===== src/rtl/mux_scan_n_pkg.sv =====
// Shared definitions for the scanning multiplexer: operating-state encoding
// and the decode of the enable/mode pins into a state.
package mux_pkg;

  typedef enum logic [1:0] {
    ST_OFF  = 2'd0,
    ST_MAN  = 2'd1,
    ST_SCAN = 2'd2
  } state_t;

  function automatic state_t decode_state(input logic nen, input logic mode);
    state_t st;
    if (nen) begin
      st = ST_OFF;
    end else if (mode) begin
      st = ST_SCAN;
    end else begin
      st = ST_MAN;
    end
    return st;
  endfunction

endpackage


===== src/rtl/mux_scan_n_scan_counter.sv =====
// Scan index and dwell counter: holds each channel for DWELL cycles, wraps
// explicitly at CHANNELS-1, pauses when not running, and loads from manual select.
module scan_counter #(
  parameter int CHANNELS = 4,
  parameter int DWELL    = 4,
  localparam int SEL_W   = $clog2(CHANNELS),
  localparam int DW_W    = $clog2(DWELL) + 1
) (
  input  logic             clk,
  input  logic             rst,
  input  logic             run,
  input  logic             load,
  input  logic [SEL_W-1:0] load_idx,
  output logic [SEL_W-1:0] idx,
  output logic [DW_W-1:0]  dwell,
  output logic             wrap_s
);

  logic last_dwell_s;
  logic last_idx_s;

  always_comb begin
    last_dwell_s = (dwell == DW_W'(DWELL - 1));
    last_idx_s   = (idx == SEL_W'(CHANNELS - 1));
    wrap_s       = run & last_dwell_s & last_idx_s;
  end

  // Load wins over run; neither asserted means hold (pause).
  always_ff @(posedge clk or posedge rst) begin
    if (rst) begin
      idx   <= '0;
      dwell <= '0;
    end else if (load) begin
      idx   <= load_idx;
      dwell <= '0;
    end else if (run) begin
      if (last_dwell_s) begin
        dwell <= '0;
        idx   <= last_idx_s ? '0 : idx + SEL_W'(1);
      end else begin
        dwell <= dwell + DW_W'(1);
      end
    end else begin
      idx   <= idx;
      dwell <= dwell;
    end
  end

endmodule


===== src/rtl/mux_scan_n.sv =====
// Registered N-channel x W-bit multiplexer with manual select and an auto-scan
// mode that steps through channels with a fixed dwell.
module mux_scan_n
  import mux_pkg::*;
#(
  parameter int WIDTH    = 2,
  parameter int CHANNELS = 4,
  parameter int DWELL    = 4,
  localparam int SEL_W   = $clog2(CHANNELS),
  localparam int DW_W    = $clog2(DWELL) + 1
) (
  input  logic                      clk,
  input  logic                      rst,
  input  logic [CHANNELS*WIDTH-1:0] din,
  input  logic [SEL_W-1:0]          S,
  input  logic                      mode,
  input  logic                      nEN,
  output logic [WIDTH-1:0]          Y,
  output logic [SEL_W-1:0]          ch,
  output logic                      valid,
  output logic                      wrap
);

  localparam logic [SEL_W:0] CH_LIM = (SEL_W + 1)'(CHANNELS);

  state_t           state_s;
  logic [SEL_W-1:0] idx_s;
  logic [DW_W-1:0]  dwell_s;
  logic             wrap_s;
  logic [SEL_W-1:0] sel_s;
  logic             s_in_range_s;
  logic [SEL_W-1:0] load_idx_s;
  logic [WIDTH-1:0] data_s;

  // The state acted on at an edge is decoded from the pins sampled at that edge.
  always_comb begin
    state_s      = decode_state(nEN, mode);
    s_in_range_s = ({1'b0, S} < CH_LIM);
    load_idx_s   = s_in_range_s ? S : '0;
    sel_s        = (state_s == ST_SCAN) ? idx_s : S;
    data_s       = '0;
    for (int k = 0; k < CHANNELS; k++) begin
      if (sel_s == SEL_W'(k)) begin
        data_s = din[k*WIDTH +: WIDTH];
      end
    end
  end

  scan_counter #(
    .CHANNELS (CHANNELS),
    .DWELL    (DWELL)
  ) u_scan_counter (
    .clk      (clk),
    .rst      (rst),
    .run      (state_s == ST_SCAN),
    .load     (state_s == ST_MAN),
    .load_idx (load_idx_s),
    .idx      (idx_s),
    .dwell    (dwell_s),
    .wrap_s   (wrap_s)
  );

  // Output registers; ch is deliberately left untouched while disabled.
  always_ff @(posedge clk or posedge rst) begin
    if (rst) begin
      Y     <= '0;
      ch    <= '0;
      valid <= 1'b0;
      wrap  <= 1'b0;
    end else begin
      case (state_s)
        ST_MAN: begin
          Y     <= s_in_range_s ? data_s : '0;
          ch    <= S;
          valid <= s_in_range_s;
          wrap  <= 1'b0;
        end
        ST_SCAN: begin
          Y     <= data_s;
          ch    <= idx_s;
          valid <= 1'b1;
          wrap  <= wrap_s;
        end
        default: begin
          Y     <= '0;
          valid <= 1'b0;
          wrap  <= 1'b0;
        end
      endcase
    end
  end

endmodule


===== config.mk =====
export PLATFORM = sky130hd
export DESIGN_NAME = mux_scan_n
export DESIGN_NICKNAME = d
export VERILOG_FILES = /design/src/rtl/mux_scan_n_pkg.sv /design/src/rtl/mux_scan_n_scan_counter.sv /design/src/rtl/mux_scan_n.sv
export SDC_FILE = /design/constraint.sdc
export NUM_CORES = 1
export LEC_CHECK = 0
export ABC_CLOCK_PERIOD_IN_PS = 1900
export CAP_MARGIN = 25
export CORE_MARGIN = 1
export CORE_UTILIZATION = 39
export CTS_BUF_LIST = sky130_fd_sc_hd__clkbuf_8
export CTS_CLUSTER_DIAMETER = 100
export DETAILED_ROUTE_END_ITERATION = 8
export PLACE_DENSITY = 0.71
export SYNTH_ARGS = -nofsm -noshare
export SYNTH_HDL_FRONTEND = slang
export SYNTH_SLANG_ARGS = --single-unit

===== constraint.sdc =====
create_clock -name clk -period 1.9 [get_ports clk]
set_input_delay 0.475 -clock clk [delete_from_list [all_inputs] [get_ports clk]]
set_output_delay 0.475 -clock clk [all_outputs]
set_load 0.1 [all_outputs]

==> run_results.csv <==
group,metric,value,unit
layout,diodes,0,
drt,drt_antenna_net_count,0,
critical_path,ff2ff_setup_slack,0.47,ns
cts,post-cts-setup-buffers,0,
cts,clock_latency,0.23,ns
floorplan,pin_count,20,
sta,max_freq,596,MHz
drt,detailroute.via_count,452,
critical_path,reg2regPathDepth,3,
yosys,synthDistinctLibCells,20,
yosys,synth_fp_nets,65,
drt,drc,0,
sta,finalSetupViolations,0,
floorplan,row_count,13,
place,place.detailed.instances,84,
critical_path,critPathMaxFanout,2,
floorplan,die-area,1570,um^2
place,gp_congestion,0.797,
yosys,post_synth_instance_area,553,um^2
sta,post-route-min-period,1.68,ns
layout,fillers,94,
pwr,ir_worst_vdd,0.424,mV
cts,cts_root_buffer,"sky130_fd_sc_hd__clkbuf_8",
yosys,number_of_flops_mapped_to_enable_cells_by_yosys,0,
pwr,power.density,851,nW/um^2
floorplan,fp.dieH,39.7,um
floorplan,die_w,39.7,um
pwr,power.static_leakage,0.000413,uW
sta,finalMaxSlewViolations,0,
layout,post_route_cells_drive_above_1_share,0.247,
place,dpl.hpwl,783,um
yosys,yosys_register_bits,11,
flow_run,cap_viol_max_count,0,
yosys,synthesis.instances,49,
critical_path,startpoint_class,"primary input",
sta,max_slew_margin,0.728,
drt,drt-wirelength-per-cell,13.3,um
floorplan,core_region_area,1320,um^2
cts,cts.reportedPaths.clkPinSlew,0.05,ns
global_route,grt-ovfl-total,0,
yosys,synthArstFlopShare,1.00,
yosys,yosysSeqAreaShare,0.498,
global_route,grt_max_degree,12,
sta,worst_slew_pin_slew,0.407,ns
sta,clock_skew_after_layout,0.000429,ns
global_route,track_usage,0.182,
critical_path,setup.worst_path.end_class,"register",
cts,number_of_buffers_on_the_longest_clock_path,2,
place,number_of_buffers_inserted_by_port_buffering,19,
drt,drt_iter0_markers,17,
floorplan,initial_utilization,0.420,
drt,detailedRoute.firstPassIterationCount,4,
global_route,grt_antenna_before_repair,0,
cts,htreeDepth,1,
layout,layout.cells.non_filler,88,
yosys,synth.top_cell.area_share,0.498,
sta,layout_worst_path_cycle_share,0.884,
min_path,worst_hold_path_type,"reg2reg",
yosys,yosys_warnings,0,
critical_path,critPathRequiredTime,2.02,ns
global_route,grt_pass1_vias,390,
critical_path,critical_path_arrival,1.80,ns
outcome,outcome,"completed",
layout,area_growth_syn_to_layout,61.1,%
layout,finalNetCount,90,
min_path,worstHoldPathCells,1,
cts,cts_tree,"done",
critical_path,worst-setup-path-type,"in2reg",
yosys,dominantRegCellSynth,"sky130_fd_sc_hd__dfrtp_1",
yosys,netlist_top_cells_area,"sky130_fd_sc_hd__dfrtp_1 (50%), sky130_fd_sc_hd__mux4_1 (9.5%), sky130_fd_sc_hd__mux2i_1 (5.4%)",
drt,post_drt_via_cell_ratio,5.14,
cts,clkSinkCount,11,
sta,setup_tns,0,ns
global_route,global_route_wire_length_before_repair,1840,um
cts,cts.hold.buffers_added,0,
yosys,synth_largest_area_cell,"sky130_fd_sc_hd__dfrtp_1",
drt,finalWirelength,1170,um
cts,numCtsBuffers,3,
yosys,post_synth.cell_area_avg,11.3,um^2
sta,finalHoldViolations,0,
sta,rsz0062_at_grt,"false",
-- metrics by stage --
step	cell area (um^2)	setup slack (ns)	hold WS [ns]	total power (uW)	utilization
final	891	0.221	0.497	758	0.676
after global routing	891	0.156	0.509	792	0.676
after CTS	883	0.00985	0.500	764	0.670
after detailed placement	830	-0.314	0.479	528	0.630
after global placement	830	-0.281	0.468	524	0.630
after floorplan	553	0.176	0.327	427	-
-- registers in the layout (all words and copies together) (netlist names) --
signal and flops:
ch 2, wrap 1, Y 2, u_scan_counter.dwell 3, u_scan_counter.idx 2, valid 1
-- cells by family after synthesis --
| family | after synthesis | synth area share |
|---|---|---|
| buffers and inverters | 6 | 0.0543 |
| AOI/OAI and AO/OA | 11 | 0.109 |
| and+or+nand+nor | 14 | 0.145 |
| adders and majority gates | 2 | 0.0452 |
| muxes | 5 | 0.149 |
| DFF | 11 | 0.498 |
-- critical path, stage by stage --
cell and delay [ns]:
sky130_fd_sc_hd__clkdlybuf4s50_1 0.46, sky130_fd_sc_hd__mux2i_4 0.19, sky130_fd_sc_hd__mux4_2 0.51, sky130_fd_sc_hd__and2_4 0.16
-- cells in the final DEF (no fill, tap or decap) --
cell type	n
sky130_fd_sc_hd__dfrtp_1	11
sky130_fd_sc_hd__clkdlybuf4s50_1	11
sky130_fd_sc_hd__buf_12	6
sky130_fd_sc_hd__o21ai_0	5
sky130_fd_sc_hd__nand2_1	5
sky130_fd_sc_hd__inv_1	4
sky130_fd_sc_hd__a21oi_1	4
sky130_fd_sc_hd__clkbuf_8	3
sky130_fd_sc_hd__buf_4	3
sky130_fd_sc_hd__nor2_1	2
sky130_fd_sc_hd__mux4_2	2
sky130_fd_sc_hd__ha_1	2
sky130_fd_sc_hd__dlymetal6s2s_1	2
sky130_fd_sc_hd__nand3b_1	1
sky130_fd_sc_hd__nor3_1	1
sky130_fd_sc_hd__o22ai_1	1
sky130_fd_sc_hd__clkinv_1	1
sky130_fd_sc_hd__a2bb2oi_1	1
sky130_fd_sc_hd__or2b_1	1
sky130_fd_sc_hd__mux2i_2	1
sky130_fd_sc_hd__nand2b_4	1
sky130_fd_sc_hd__mux2i_4	1
sky130_fd_sc_hd__and2_4	1
sky130_fd_sc_hd__nor3b_1	1
sky130_fd_sc_hd__and2_1	1
sky130_fd_sc_hd__mux2i_1	1
-- path summary, 6_finish.rpt --
| path | to | start |
|---|---|---|
| worst max-delay path | Y[0]$_DFF_PP0_ | S[0] |
| worst min-delay path | u_scan_counter.dwell[0]$_DFFE_PP0P_ | u_scan_counter.dwell[0]$_DFFE_PP0P_ |
| worst max register to register | Y[0]$_DFF_PP0_ | u_scan_counter.idx[0]$_DFFE_PP0P_ |
| worst min register to register | u_scan_counter.dwell[0]$_DFFE_PP0P_ | u_scan_counter.dwell[0]$_DFFE_PP0P_ |
| max in group asynchronous | ch[0]$_DFFE_PP0P_ | rst |
| min in group asynchronous | Y[0]$_DFF_PP0_ | rst |
-- per-layer routing --
metal | vias to the layer above | track usage | wire length (um)
met5 | - | 0 | 0
met4 | 0 | 0.129 | 19
met3 | 2 | 0.0170 | 28
met2 | 12 | 0.279 | 612
met1 | 221 | 0.237 | 512
li1 | 217 | - | -
-- timing repair --
item	CTS	global route
gates resized for setup	5	3
pin swaps	0	1
setup endpoints to repair	2	2
-- final cells by class --
cell class                      count  area [um^2]  share of cell area
Inverter                            4         15.0              0.0169
Clock inverter                      1         3.75             0.00421
Multi-Input combinational cell     32          259               0.291
Tap cell                           15         18.8              0.0211
Clock buffer                        3         41.3              0.0463
Sequential cell                    11          275               0.309
Timing Repair Buffer               22          278               0.312
-- power breakdown --
group	internal, uW	switching [uW]
combinational	115	139
sequential	260	25.3
clock	141	78.0
-- cell usage after synthesis (2+ instances only) --
cell type and n:
sky130_fd_sc_hd__nor2_1 2, sky130_fd_sc_hd__dfrtp_1 11, sky130_fd_sc_hd__ha_1 2, sky130_fd_sc_hd__o21ai_0 5, sky130_fd_sc_hd__and2_1 2, sky130_fd_sc_hd__mux2i_1 3
sky130_fd_sc_hd__inv_1 3, sky130_fd_sc_hd__a21oi_1 4, sky130_fd_sc_hd__nand2_1 5, sky130_fd_sc_hd__mux4_1 2
(Power assumes the default switching activity.)
